==> src/rtl/axi_mem_loader.sv <==
// ---------------------------------------------------------------------------
// axi_mem_loader
//
// AXI4-Lite write-only slave in front of the unified memory's AXI-side write
// port. It accepts one single-beat write at a time and turns each good
// transaction into a one-cycle axi_mem_w strobe. The strobe comes with an
// address and data word that are held until the next good write. It answers
// every transaction with a B response. Misaligned, partial-strobe and
// out-of-range writes are answered with an error and never reach memory.
//
// Ports:
//   clk, rst_n          clock, asynchronous active-low reset
//   s_awaddr/valid/ready  AXI write-address channel
//   s_wdata/wstrb/valid/ready  AXI write-data channel
//   s_bresp/bvalid/bready AXI write-response channel (OKAY/SLVERR/DECERR)
//   axi_mem_w           one-cycle memory write strobe
//   axi_mem_addr        memory byte address of the written word
//   axi_mem_data        memory write data
//   wr_count            saturating count of committed OKAY writes
// ---------------------------------------------------------------------------
module axi_mem_loader #(
    parameter int ADDR_W    = 32,
    parameter int MEM_BYTES = 256,
    localparam int MA_W     = $clog2(MEM_BYTES)
) (
    input  logic              clk,
    input  logic              rst_n,
    input  logic [ADDR_W-1:0] s_awaddr,
    input  logic              s_awvalid,
    output logic              s_awready,
    input  logic [31:0]       s_wdata,
    input  logic [3:0]        s_wstrb,
    input  logic              s_wvalid,
    output logic              s_wready,
    output logic [1:0]        s_bresp,
    output logic              s_bvalid,
    input  logic              s_bready,
    output logic              axi_mem_w,
    output logic [MA_W-1:0]   axi_mem_addr,
    output logic [31:0]       axi_mem_data,
    output logic [15:0]       wr_count
);

    typedef enum logic [1:0] {
        COLLECT,
        COMMIT,
        RESP
    } state_t;

    localparam logic [1:0] RESP_OKAY   = 2'b00;
    localparam logic [1:0] RESP_SLVERR = 2'b10;
    localparam logic [1:0] RESP_DECERR = 2'b11;

    // Highest byte address at which a full 4-byte word still fits in memory.
    localparam logic [ADDR_W-1:0] LAST_WORD = ADDR_W'(MEM_BYTES - 4);

    state_t            state;
    state_t            state_next;
    logic              aw_held;
    logic              w_held;
    logic [ADDR_W-1:0] awaddr_q;
    logic [31:0]       wdata_q;
    logic [3:0]        wstrb_q;
    logic [1:0]        bresp_q;

    logic              aw_fire;
    logic              w_fire;
    logic [ADDR_W-1:0] addr_n;
    logic [31:0]       data_n;
    logic [3:0]        strb_n;
    logic              both_ready;
    logic              commit_go;
    logic [1:0]        resp_n;

    // Readies come straight from registered state so that they never depend
    // on the master's valids in the same cycle.
    assign s_awready = (state == COLLECT) && !aw_held;
    assign s_wready  = (state == COLLECT) && !w_held;
    assign s_bvalid  = (state == RESP);
    assign s_bresp   = bresp_q;

    assign aw_fire = s_awvalid && s_awready;
    assign w_fire  = s_wvalid && s_wready;

    // The transaction seen at the moment it becomes complete. The second
    // channel may arrive in the same cycle, so it is taken from the bus
    // rather than from the holding registers.
    assign addr_n     = aw_fire ? s_awaddr : awaddr_q;
    assign data_n     = w_fire  ? s_wdata  : wdata_q;
    assign strb_n     = w_fire  ? s_wstrb  : wstrb_q;
    assign both_ready = (aw_held || aw_fire) && (w_held || w_fire);
    assign commit_go  = (state == COLLECT) && both_ready;

    // Classify the completed transaction. Range errors take priority over
    // alignment/strobe errors. The memory port only writes whole words, so
    // anything other than an aligned full-strobe write is a slave error.
    always_comb begin
        resp_n = RESP_OKAY;
        if (addr_n > LAST_WORD) begin
            resp_n = RESP_DECERR;
        end else if ((addr_n[1:0] != 2'b00) || (strb_n != 4'hF)) begin
            resp_n = RESP_SLVERR;
        end
    end

    // Next-state logic: collect both channels, spend one cycle committing,
    // then wait in RESP for the master to take the response.
    always_comb begin
        state_next = state;
        case (state)
            COLLECT: if (both_ready) state_next = COMMIT;
            COMMIT:  state_next = RESP;
            RESP:    if (s_bready) state_next = COLLECT;
            default: state_next = COLLECT;
        endcase
    end

    // State register.
    always_ff @(posedge clk or negedge rst_n) begin
        if (!rst_n) begin
            state <= COLLECT;
        end else begin
            state <= state_next;
        end
    end

    // Channel holding registers. Each channel is latched on its own handshake
    // and both are released together when the response is taken.
    always_ff @(posedge clk or negedge rst_n) begin
        if (!rst_n) begin
            aw_held  <= 1'b0;
            w_held   <= 1'b0;
            awaddr_q <= '0;
            wdata_q  <= '0;
            wstrb_q  <= '0;
        end else begin
            if (aw_fire) begin
                aw_held  <= 1'b1;
                awaddr_q <= s_awaddr;
            end
            if (w_fire) begin
                w_held  <= 1'b1;
                wdata_q <= s_wdata;
                wstrb_q <= s_wstrb;
            end
            if ((state == RESP) && s_bready) begin
                aw_held <= 1'b0;
                w_held  <= 1'b0;
            end
        end
    end

    // Commit path. The response code and the memory outputs are loaded on
    // the edge that enters COMMIT, so the strobe is high exactly for the
    // COMMIT cycle with its address/data already valid. The strobe is
    // cleared on every other edge, and it drops at once on reset. Error
    // writes leave the memory outputs and the counter untouched.
    always_ff @(posedge clk or negedge rst_n) begin
        if (!rst_n) begin
            bresp_q      <= RESP_OKAY;
            axi_mem_w    <= 1'b0;
            axi_mem_addr <= '0;
            axi_mem_data <= '0;
            wr_count     <= '0;
        end else begin
            axi_mem_w <= 1'b0;
            if (commit_go) begin
                bresp_q <= resp_n;
                if (resp_n == RESP_OKAY) begin
                    axi_mem_w    <= 1'b1;
                    axi_mem_addr <= addr_n[MA_W-1:0];
                    axi_mem_data <= data_n;
                    if (wr_count != 16'hFFFF) begin
                        wr_count <= wr_count + 16'd1;
                    end
                end
            end
        end
    end

endmodule

==> config.mk <==
export PLATFORM = sky130hd
export DESIGN_NAME = axi_mem_loader
export DESIGN_NICKNAME = d
export VERILOG_FILES = /design/src/rtl/axi_mem_loader.sv
export SDC_FILE = /design/constraint.sdc
export NUM_CORES = 1
export LEC_CHECK = 0
export ABC_CLOCK_PERIOD_IN_PS = 2320
export BUFFER_PORTS_ARGS = -buffer_cell sky130_fd_sc_hd__buf_2
export CAP_MARGIN = 5
export CORE_ASPECT_RATIO = 2
export CORE_MARGIN = 8
export CORE_UTILIZATION = 48
export DETAILED_ROUTE_END_ITERATION = 10
export PLACE_DENSITY = 0.8
export SYNTH_ARGS = -nofsm -noshare
export SYNTH_HDL_FRONTEND = slang
export SYNTH_SLANG_ARGS = --single-unit
==> constraint.sdc <==
create_clock -name clk -period 2.32 [get_ports clk]
set_input_delay 0.116 -clock clk [delete_from_list [all_inputs] [get_ports clk]]
set_output_delay 0.116 -clock clk [all_outputs]
set_load 0.01 [all_outputs]
==> results of run 1 <==
[placed cells by master, fill, tap and decap left out, types with 2 or more instances in the layout]
master / netlist / final
xor2_1: 14 / 14
clkinv_2: 0 / 2
bufinv_16: 0 / 3
nor2_1: 12 / 11
nor2b_1: 2 / 2
clkbuf_8: 0 / 3
nor3_2: 0 / 9
inv_6: 0 / 2
dfrtp_1: 131 / 130
nor3_1: 15 / 6
nor4_4: 0 / 2
buf_4: 3 / 19
mux2i_1: 2 / 2
inv_1: 4 / 4
clkinv_4: 0 / 2
and4_1: 2 / 2
nand3_1: 5 / 5
nor4b_4: 1 / 3
nor4_2: 2 / 5
clkinvlp_4: 0 / 2
nand4_1: 7 / 7
clkbuf_16: 0 / 17
and2_1: 2 / 2
nor4_1: 12 / 7
mux2_2: 109 / 109
dlygate4sd3_1: 0 / 68
a21oi_1: 2 / 2
buf_2: 6 / 133
nand2_1: 13 / 13
[per-stage QoR]
| step | instance area [µm²] | hold slack (ps) |
|---|---|---|
| floorplan | 5280 | -180 |
| global placement | 6180 | 164 |
| detailed placement | 6180 | 171 |
| CTS | 7540 | 7.37 |
| global route | 7650 | 14.5 |
| finish | 7650 | 24.3 |
[Yosys cell counts]
library cell  instances
nor4_2                2
dfrtp_1             131
or3_1                 2
o311ai_0              1
buf_4                 3
nor4_1               12
a31oi_1               1
nor3_1               15
a21oi_1               2
o22ai_1               1
nor4b_1               1
nor2b_1               2
a21o_1                1
nand4_1               7
inv_1                 4
ha_1                  1
nor2_1               12
clkbuf_1              6
nand2_1              13
nor4b_2               1
and2_1                2
nand3_1               5
buf_6                 1
mux2_2              109
and3_1                2
buf_2                 6
nand2b_1              1
nor4b_4               1
mux2i_1               2
o21ai_0               1
and4_1                2
xor2_1               14
and4bb_2              1
[timing repair]
action / CTS / global route
setup buffers: 1 / 3
endpoints found under the hold margin: 115 / 0
pin swaps: 2 / 6
gates resized for setup: 8 / 17
hold buffers: 68 / 0
setup endpoints to repair: 38 / 53
[path summary, 6_finish.rpt]
check / to / cells past startpoint
max in group asynchronous: axi_mem_data[3] / 3
worst max register to register: axi_mem_addr[6] / 7
worst min register to register: wr_count[10] / 1
worst min-delay path: awaddr_q[11] / 2
worst max-delay path: axi_mem_addr[6] / 7
min in group asynchronous: wr_count[12] / 2
[flip-flops by register name, indices dropped and copies added (netlist names)]
name          flops
axi_mem_w         1
state             2
awaddr_q         32
s_bresp           2
axi_mem_data     32
wr_count         16
axi_mem_addr      8
wstrb_q           4
wdata_q          32
aw_held           1
w_held            1
[power by group through the flow]
stage | Combinational [mW] | Clock, mW | Sequential (mW)
CTS | 1.58 | 2.80 | 3.25
global route | 1.78 | 2.93 | 3.33
detailed placement | 1.46 | 0 | 3.27
floorplan | 1.07 | 0 | 3.15
global placement | 1.38 | 0 | 3.22
finish | 1.62 | 2.75 | 3.27
[layout make-up]
type	instances	area share, %
multi-input combinational	214	26.6
timing repair buffer	222	19.9
tap	140	2.29
clock buffer	21	6.15
clock inverter	11	1.96
inverter	4	0.196
sequential	131	42.9
[logic make-up (layout without fill, tap and decap cells)]
group | Yosys count | in the layout | share of synthesized area [%]
flops | 131 | 131 | 62.1
mux | 111 | 111 | 23.6
simple gates | 81 | 81 | 8.94
buf+inv | 20 | 258 | 1.92
xor+xnor | 14 | 14 | 2.32
compound gates | 7 | 7 | 0.830
fa+ha+maj | 1 | 1 | 0.237
[metal layers]
metal,part of all wire (%),global-route usage (%),wire (µm),vias up
met3,5.6,5.63,770,37
met4,4.0,11.3,557,0
met1,35,18.4,4780,1930
met5,0,0,0,-
li1,-,-,-,1756
met2,56,35.8,7670,124
==> qor.yml, run 1 <==
pwr:
  power.density_nw_per_um2: 999
  p_seq_share_pct: 42.8
  switching_share_pct: 25.9
  p_sw_mw: 1.98
  power_leakage_nw: 3.76
  vdd_drop_max_mv: 0.630
  power.total_mw: 7.64
  pwr-share-comb_pct: 21.3
  p_int_mw: 5.66
  p_clk_share_pct: 36.0
critical_path:
  cp-start-kind: "register"
  cp.required_ps: 2600
  r2r_start: "aw_held"
  cp_common_cell: "mux2_2"
  end_kind: "register"
  cp_max_fo: 27
  worst_path_max_delay_cell: "dfrtp_1"
  regToRegSetupSlack_ps: 20
  cp_top_family: "multiplexers"
  worstSetupStartpoint: "aw_held"
  crit_buf_inv: 2
  cp_cell_sequence: "nor4b_4, buf_4, mux2_2, nand4_1, a21o_4, buf_8, mux2_2"
  crit_type: "register to register"
  critPathArrivalTime_ps: 2580
  cpPeakStageDelay_ps: 400
yosys:
  synth_top_area_share_pct: 62.1
  syn-cell-area_um2: 5280
  synth-seq-cells: 131
  synth_nets: 439
  avgSynthCellArea_um2: 14.5
  synth.area.top_cells: "dfrtp_1 62%, mux2_2 23%, xor2_1 2.3%"
  ys_seq_area_share_pct: 62.1
  synth_cell_type_count: 33
  synth.largest_area_cell: "dfrtp_1"
  ys.warnings.count: 0
  syn_inst: 365
route:
  via_per_inst: 5.18
  drcViolationCount: 0
  ant_nets: 0
  drt_iter0_markers: 111
  first_pass_iters: 5
  routed_wl_mm: 13.8
  vias: 3847
  wl_per_cell_um: 18.5
clock_network:
  root_buffer: "clkbuf_16"
  clock_path_buffers: 2
  cts_inserted_buffers: 17
  clk_pin_slew_worst_paths_ps: 60
  cts_tree: "built"
  worstSkewPairLatency_ps: 400
  cts.htree.levels: 4
  cts_sinks: 131
place:
  gp_congestion: 0.783
  pre_cts_slack_ps: -85.1
  dpl.cell_count: 639
  dp_hpwl_mm: 8.98
  portBuffers: 134
global_route:
  grt_pass1_vias: 4473
  antenna_found_initial: 0
  grt_pass1_wl_mm: 22.4
  grt_max_degree: 65
  grt_usage_pct: 19.3
  grt_overflow: 0
timing:
  worst_pin_slew_ps: 632
  finalSetupTns_ps: 0
  finalSetupViolCount: 0
  setup_slack_ps: 24.2
  rsz0062_at_grt: "true"
  finalClockSkew_ps: 7.01
  fmax_mhz: 436
  fin_crit_ps: 2300
  finalHoldViolations: 0
  relSlewSlack_pct: 57.9
  fin_crit_sh_pct: 99.0
  drv_slew: 0
finish:
  regArea_um2: 3280
  nets: 664
  synthToLayoutAreaGrowth_pct: 44.9
  fin_util_pct: 70.7
  n_antenna_cell: 0
  fin_cells: 743
  multiInputGateArea_um2: 2030
  drive_gt1_share_pct: 52.9
  fillCellCount: 737
outcome:
  status: "finished clean"
floorplan:
  core_um2: 10800
  start_util_pct: 48.8
  dieArea_um2: 14800
  die_w_um: 90.1
  die_height_um: 164
  ios: 135
  std_cell_rows: 54
job:
  max_cap_viol_count: 0
min_path:
  hp-start: "s_awaddr[11]"
  hold_path_class: "input pin to register"
(Power assumes the default switching activity.)
==> run 2, diff against run 1 <==
--- a/config.mk
+++ b/config.mk
@@ -5,12 +5,13 @@
 export SDC_FILE = /design/constraint.sdc
 export NUM_CORES = 1
 export LEC_CHECK = 0
+export ABC_AREA = 1
 export ABC_CLOCK_PERIOD_IN_PS = 2320
 export BUFFER_PORTS_ARGS = -buffer_cell sky130_fd_sc_hd__buf_2
 export CAP_MARGIN = 5
 export CORE_ASPECT_RATIO = 2
 export CORE_MARGIN = 8
-export CORE_UTILIZATION = 48
+export CORE_UTILIZATION = 49
 export DETAILED_ROUTE_END_ITERATION = 10
 export PLACE_DENSITY = 0.8
 export SYNTH_ARGS = -nofsm -noshare
==> qor.yml, run 2 <==
finish:
  drive_gt1_share_pct: 24.7
  mostFrequentLayoutCell: "nand2_1"
  synthToLayoutAreaGrowth_pct: 42.7
  multiInputGateArea_um2: 2570
  layout_common_cells: "395 x nand2_1, 133 x buf_2, 131 x dfrtp_1, 79 x inv_1, 74 x nand4_1"
  regArea_um2: 3280
  final_area_um2: 8960
  nets: 1134
  reg_top3: "awaddr_q: 32 flops, axi_mem_data: 32 flops, wdata_q: 32 flops"
  fin_util_pct: 71.4
  fillCellCount: 887
route:
  wl_met3_mm: 1.27
  wl_per_cell_um: 16.6
  first_pass_iters: 5
  ant_nets: 0
  top_layer: "met4"
  via_per_inst: 5.33
  drcViolationCount: 0
  wl_met1_mm: 6.94
  drt_iter0_markers: 326
  vias: 6529
  wl_met2_mm: 11.2
  routed_wl_mm: 20.3
place:
  dp_hpwl_mm: 12.2
  place_area_um2: 7310
  gp_congestion: 0.926
  portBuffers: 134
  pre_cts_slack_ps: 4.41
clock_network:
  cts_sinks: 131
  clock_path_buffers: 2
  cts.htree.levels: 4
  clk_pin_slew_worst_paths_ps: 60
  root_buffer: "clkbuf_16"
  cts_tree: "built"
  worstSkewPairLatency_ps: 420
  cts_inserted_buffers: 17
critical_path:
  cp_common_cell: "nand2_1"
  cpPeakStageDelay_ps: 430
  worst_path_max_delay_cell: "dfrtp_1"
  end_kind: "register"
  cp.required_ps: 2620
  crit_type: "register to register"
  cp-start-kind: "register"
  critPathArrivalTime_ps: 2700
  cp_max_fo: 12
  cp_cell_sequence: "nor2_4, buf_4, clkbuf_16, nand4_1, nand2_1, nand2_1, nor2_1, nand2_1, nor2_1, nand2_2, nor2_8, inv_6, buf_12, nand2_1, nand2_1"
floorplan:
  dieArea_um2: 16900
  ios: 135
  start_util_pct: 50.0
  std_cell_rows: 58
  core_um2: 12600
  die_height_um: 176
  die_w_um: 96.0
yosys:
  synth_cell_type_count: 27
  syn_inst: 829
  ys.warnings.count: 0
  synth_nets: 903
  async_flop_share_pct: 100
  ys_seq_area_share_pct: 52.2
  ys.flop_type: "dfrtp_1"
  synth_top_area_share_pct: 52.2
  synth.largest_area_cell: "dfrtp_1"
  yosysMostFrequentCell: "nand2_1"
  synth-seq-cells: 131
  syn-cell-area_um2: 6280
  synth.area.top_cells: "dfrtp_1 52%, nand2_1 24%, nand4_1 7.4%"
  avgSynthCellArea_um2: 7.57
  synthTopCellsByCount: "409 x nand2_1, 131 x dfrtp_1, 80 x inv_1"
  synth_edf_count: 0
timing:
  finalSetupViolCount: 45
  rsz0062_at_grt: "true"
  drv_slew: 0
  fin_crit_sh_pct: 103
  finalHoldViolations: 0
  setup_slack_ps: -79.0
  worst_pin_slew_ps: 572
  fin_crit_ps: 2400
  finalSetupTns_ps: -2190
  relSlewSlack_pct: 61.5
  finalClockSkew_ps: 9.53
  fmax_mhz: 417
global_route:
  grt_max_degree: 72
  grt_pass1_wl_mm: 29.6
  grt_pass1_vias: 6201
  grt_usage_pct: 22.2
  grt_overflow: 0
  antenna_found_initial: 0
pwr:
  p_seq_share_pct: 33.5
  p_sw_mw: 3.50
  p_clk_share_pct: 27.6
  vdd_drop_max_mv: 0.708
  power.density_nw_per_um2: 1030
  switching_share_pct: 37.8
  power_leakage_nw: 5.11
  pwr-share-comb_pct: 38.9
  p_int_mw: 5.75
min_path:
  hold_path_class: "input pin to register"
job:
  max_cap_viol_count: 0
outcome:
  violations: "negative setup slack"
  status: "finished, violations left"
==> run 2: cell count changes in the layout (fill, tap and decap cells not counted), sizes merged, moves of 6 or more <==
cell / previous run / this run
xnor2: 0 / 6
nor2: 12 / 44
xor2: 14 / 2
nand4: 7 / 75
nor4: 14 / 2
dlygate4sd3: 68 / 58
mux2: 109 / 0
nand2: 13 / 409
nor3: 15 / 5
inv: 6 / 94
buf: 154 / 186
o21ai: 1 / 12
==> run 2: timing repair <==
action | 4_1_cts | 5_1_grt
gates cloned | 0 | 12
gates resized for setup | 1 | 39
setup endpoints to repair | 2 | 57
hold endpoints to repair | 96 | 0
pin swaps | 0 | 30
hold buffers | 58 | 0
setup buffers | 0 | 14
==> run 2: stage by stage <==
step	std cells	hold WS (ps)	power [mW]
after floorplan	829	-180	4.95
after global placement	1107	147	5.77
after detailed placement	1107	155	5.84
after CTS	1197	1.76	8.49
after global routing	1223	16.0	9.79
final	1224	2.23	9.25
==> run 2: worst paths after layout <==
| check | cells past startpoint | start | slack (ps) | end |
|---|---|---|---|---|
| worst max-delay path | 15 | state[0] | -80 | axi_mem_addr[3] |
| worst min-delay path | 3 | s_awaddr[12] | 2 | awaddr_q[12] |
| worst max register to register | 15 | state[0] | -80 | axi_mem_addr[3] |
| worst min register to register | 2 | axi_mem_data[19] | 470 | axi_mem_data[19] |
| max in group asynchronous | 3 | rst_n | 1310 | wdata_q[18] |
| min in group asynchronous | 2 | rst_n | 230 | wr_count[4] |
==> run 2: cells by family (layout without fill, tap and decap cells) <==
| group | after synthesis | count (layout) | synth area share, % |
|---|---|---|---|
| adders and majority gates | 1 | 1 | 0.199 |
| and+or+nand+nor | 546 | 546 | 36.9 |
| other | 0 | 1 | 0 |
| buffers and inverters | 127 | 371 | 8.19 |
| xor gates and xnor gates | 8 | 8 | 1.12 |
| AOI/OAI and AO/OA | 16 | 16 | 1.34 |
| DFF | 131 | 131 | 52.2 |
==> run 2: critical path, delay by kind of cell, from the launching register on <==
family / cells / cell delay, ps
buffers and inverters: 4 / 560
and+or+nand+nor: 11 / 1280
DFF: 1 / 430
==> run 2: layout make-up <==
cell class                 instances  area share (%)
timing repair buffer             253            22.6
clock buffer                      17            4.75
tap                              150            2.09
clock inverter                    15            1.55
inverter                          86            3.66
multi-input combinational        571            28.7
antenna                            1          0.0279
sequential                       131            36.6
==> run 2: power by group through the flow <==
stage / Clock [mW] / Combinational [mW] / Sequential [mW]
after floorplan: 0 / 1.89 / 3.07
after global placement: 0 / 2.67 / 3.10
after detailed placement: 0 / 2.72 / 3.12
after CTS: 2.59 / 2.81 / 3.08
after global routing: 2.68 / 3.95 / 3.17
final: 2.55 / 3.59 / 3.10
==> run 2: metal layers <==
metal	global-route usage, %	up-vias
met1	23.7	3111
met4	10.9	0
li1	-	3060
met2	39.2	289
met3	4.94	69
met5	0	-
==> run 3, diff against run 2 <==
--- a/config.mk
+++ b/config.mk
@@ -6,14 +6,15 @@
 export NUM_CORES = 1
 export LEC_CHECK = 0
 export ABC_AREA = 1
-export ABC_CLOCK_PERIOD_IN_PS = 2320
+export ABC_CLOCK_PERIOD_IN_PS = 2800
 export BUFFER_PORTS_ARGS = -buffer_cell sky130_fd_sc_hd__buf_2
 export CAP_MARGIN = 5
 export CORE_ASPECT_RATIO = 2
 export CORE_MARGIN = 8
-export CORE_UTILIZATION = 49
+export CORE_UTILIZATION = 56
 export DETAILED_ROUTE_END_ITERATION = 10
-export PLACE_DENSITY = 0.8
+export PLACE_DENSITY = 0.86
+export SETUP_SLACK_MARGIN = 0.4
 export SYNTH_ARGS = -nofsm -noshare
 export SYNTH_HDL_FRONTEND = slang
 export SYNTH_SLANG_ARGS = --single-unit
==> constraint.sdc (replaced) <==
create_clock -name clk -period 2.8 [get_ports clk]
set_input_delay 0.14 -clock clk [delete_from_list [all_inputs] [get_ports clk]]
set_output_delay 0.14 -clock clk [all_outputs]
set_load 0.01 [all_outputs]
==> qor.yml, run 3 (synthesized netlist as in run 2, its figures left out) <==
outcome:
  status: "finished clean"
pwr:
  power_leakage_nw: 5.22
  vdd_drop_max_mv: 0.727
  power.total_mw: 8.04
  power.density_nw_per_um2: 891
critical_path:
  cpPeakStageDelay_ps: 410
  cp-start-kind: "register"
  worst_path_max_delay_cell: "dfrtp_1"
  cp_top_family: "simple AND/OR/NAND/NOR gates"
  crit_buf_inv: 5
  cp.required_ps: 3150
  cp_max_fo: 8
  cp_cell_sequence: "nor2_4, nand3_4, buf_12, nand2_1, nand2_1, nor2_1, nand2_1, nor2_4, inv_2, nor2_8, buf_12, buf_12, buf_16, nand2_2, nand2_2"
  critPathArrivalTime_ps: 2880
  end_kind: "register"
  crit_type: "register to register"
global_route:
  grt_max_degree: 59
  grt_overflow: 0
  grt_pass1_wl_mm: 31.2
  antenna_found_initial: 1
  grt_usage_pct: 25.8
  grt_pass1_vias: 6394
route:
  wl_met3_mm: 1.65
  vias: 6890
  via_per_inst: 5.80
  top_layer: "met4"
  routed_wl_mm: 24.1
  wl_met1_mm: 8.03
  wl_met2_mm: 12.9
  wl_per_cell_um: 20.3
  first_pass_iters: 5
  drcViolationCount: 0
  ant_nets: 0
  drt_iter0_markers: 652
timing:
  drv_slew: 0
  finalHoldViolations: 0
  fin_crit_sh_pct: 90.2
  relSlewSlack_pct: 56.4
  fmax_mhz: 396
  worst_pin_slew_ps: 653
  rsz0062_at_grt: "true"
  finalClockSkew_ps: 11.5
  finalSetupViolCount: 0
  finalSetupTns_ps: 0
  fin_crit_ps: 2530
finish:
  synthToLayoutAreaGrowth_pct: 43.7
  reg_top3: "awaddr_q: 32 flops, axi_mem_data: 32 flops, wdata_q: 32 flops"
  fillCellCount: 639
  drive_gt1_share_pct: 29.0
  layout_common_cells: "349 x nand2_1, 133 x buf_2, 131 x dfrtp_1, 79 x inv_1, 74 x nand4_1"
  nets: 1107
  mostFrequentLayoutCell: "nand2_1"
place:
  gp_congestion: 0.865
  dp_hpwl_mm: 11.4
  portBuffers: 134
clock_network:
  cts_sinks: 131
  clk_pin_slew_worst_paths_ps: 60
  worstSkewPairLatency_ps: 430
  cts_inserted_buffers: 17
  clock_path_buffers: 2
  cts_tree: "built"
  root_buffer: "clkbuf_16"
  cts.htree.levels: 4
floorplan:
  core_um2: 10900
  ios: 135
  std_cell_rows: 54
  die_w_um: 90.9
  die_height_um: 166
  start_util_pct: 57.3
  dieArea_um2: 15100
job:
  max_cap_viol_count: 0
min_path:
  hold_path_class: "input pin to register"
## run 3: where the power goes
group	leakage [nW]	switching, mW	total (mW)	internal [mW]
sequential	1.71	0.227	2.60	2.37
combinational	3.22	1.98	3.10	1.12
clock	0.292	0.925	2.34	1.41
## run 3: path summary, 6_finish.rpt
path | from | end | slack [ps] | cells after the start
worst max-delay path | state[0] | axi_mem_data[22] | 270 | 15
worst min-delay path | s_awaddr[28] | awaddr_q[28] | 4 | 3
worst max register to register | state[0] | axi_mem_data[22] | 270 | 15
worst min register to register | axi_mem_data[4] | axi_mem_data[4] | 470 | 2
max in group asynchronous | rst_n | awaddr_q[27] | 1690 | 3
min in group asynchronous | rst_n | wr_count[0] | 280 | 2
## run 3: area by class of cell
class,count,area [µm²],area share [%]
Clock inverter,14,176,1.96
Sequential cell,131,3280,36.3
Timing Repair Buffer,226,1820,20.2
Inverter,86,335,3.72
Multi-Input combinational cell,571,2800,31.0
Antenna cell,2,5.00,0.0555
Clock buffer,18,429,4.76
Tap cell,140,175,1.94
## run 3: worst register-to-register path, stage by stage, from the launching register on
cell and delay (ps):
dfrtp_1 410, nor2_4 190, nand3_4 170, buf_12 190, nand2_1 50, nand2_1 140, nor2_1 220, nand2_1 150
nor2_4 150, inv_2 70, nor2_8 170, buf_12 140, buf_12 110, buf_16 140, nand2_2 60, nand2_2 100
## run 3: metrics by stage
step	instance area [µm²]	util, %	hold slack, ps	cells	setup slack, ps
floorplan	6280	-	-156	829	730
finish	9020	82.4	4.37	1188	275
global placement	7110	65.0	199	1079	197
detailed placement	7110	65.0	202	1079	116
global route	9020	82.4	5.88	1188	187
CTS	8430	77.0	0.973	1166	401
## run 3: per-layer routing
layer | global-route usage, % | vias to the layer above
li1 | - | 3004
met3 | 5.98 | 125
met1 | 26.1 | 3326
met4 | 13.7 | 0
met5 | 0 | -
met2 | 47.4 | 435
## run 3: repair_timing
item                                   4_1_cts  5_1_grt
setup endpoints to repair                   57       58
gates cloned                                 5        5
hold buffers                                38        1
resized for setup                           18      109
endpoints found under the hold margin       83        1
buffers inserted                            12       14
pin swaps                                    5       45
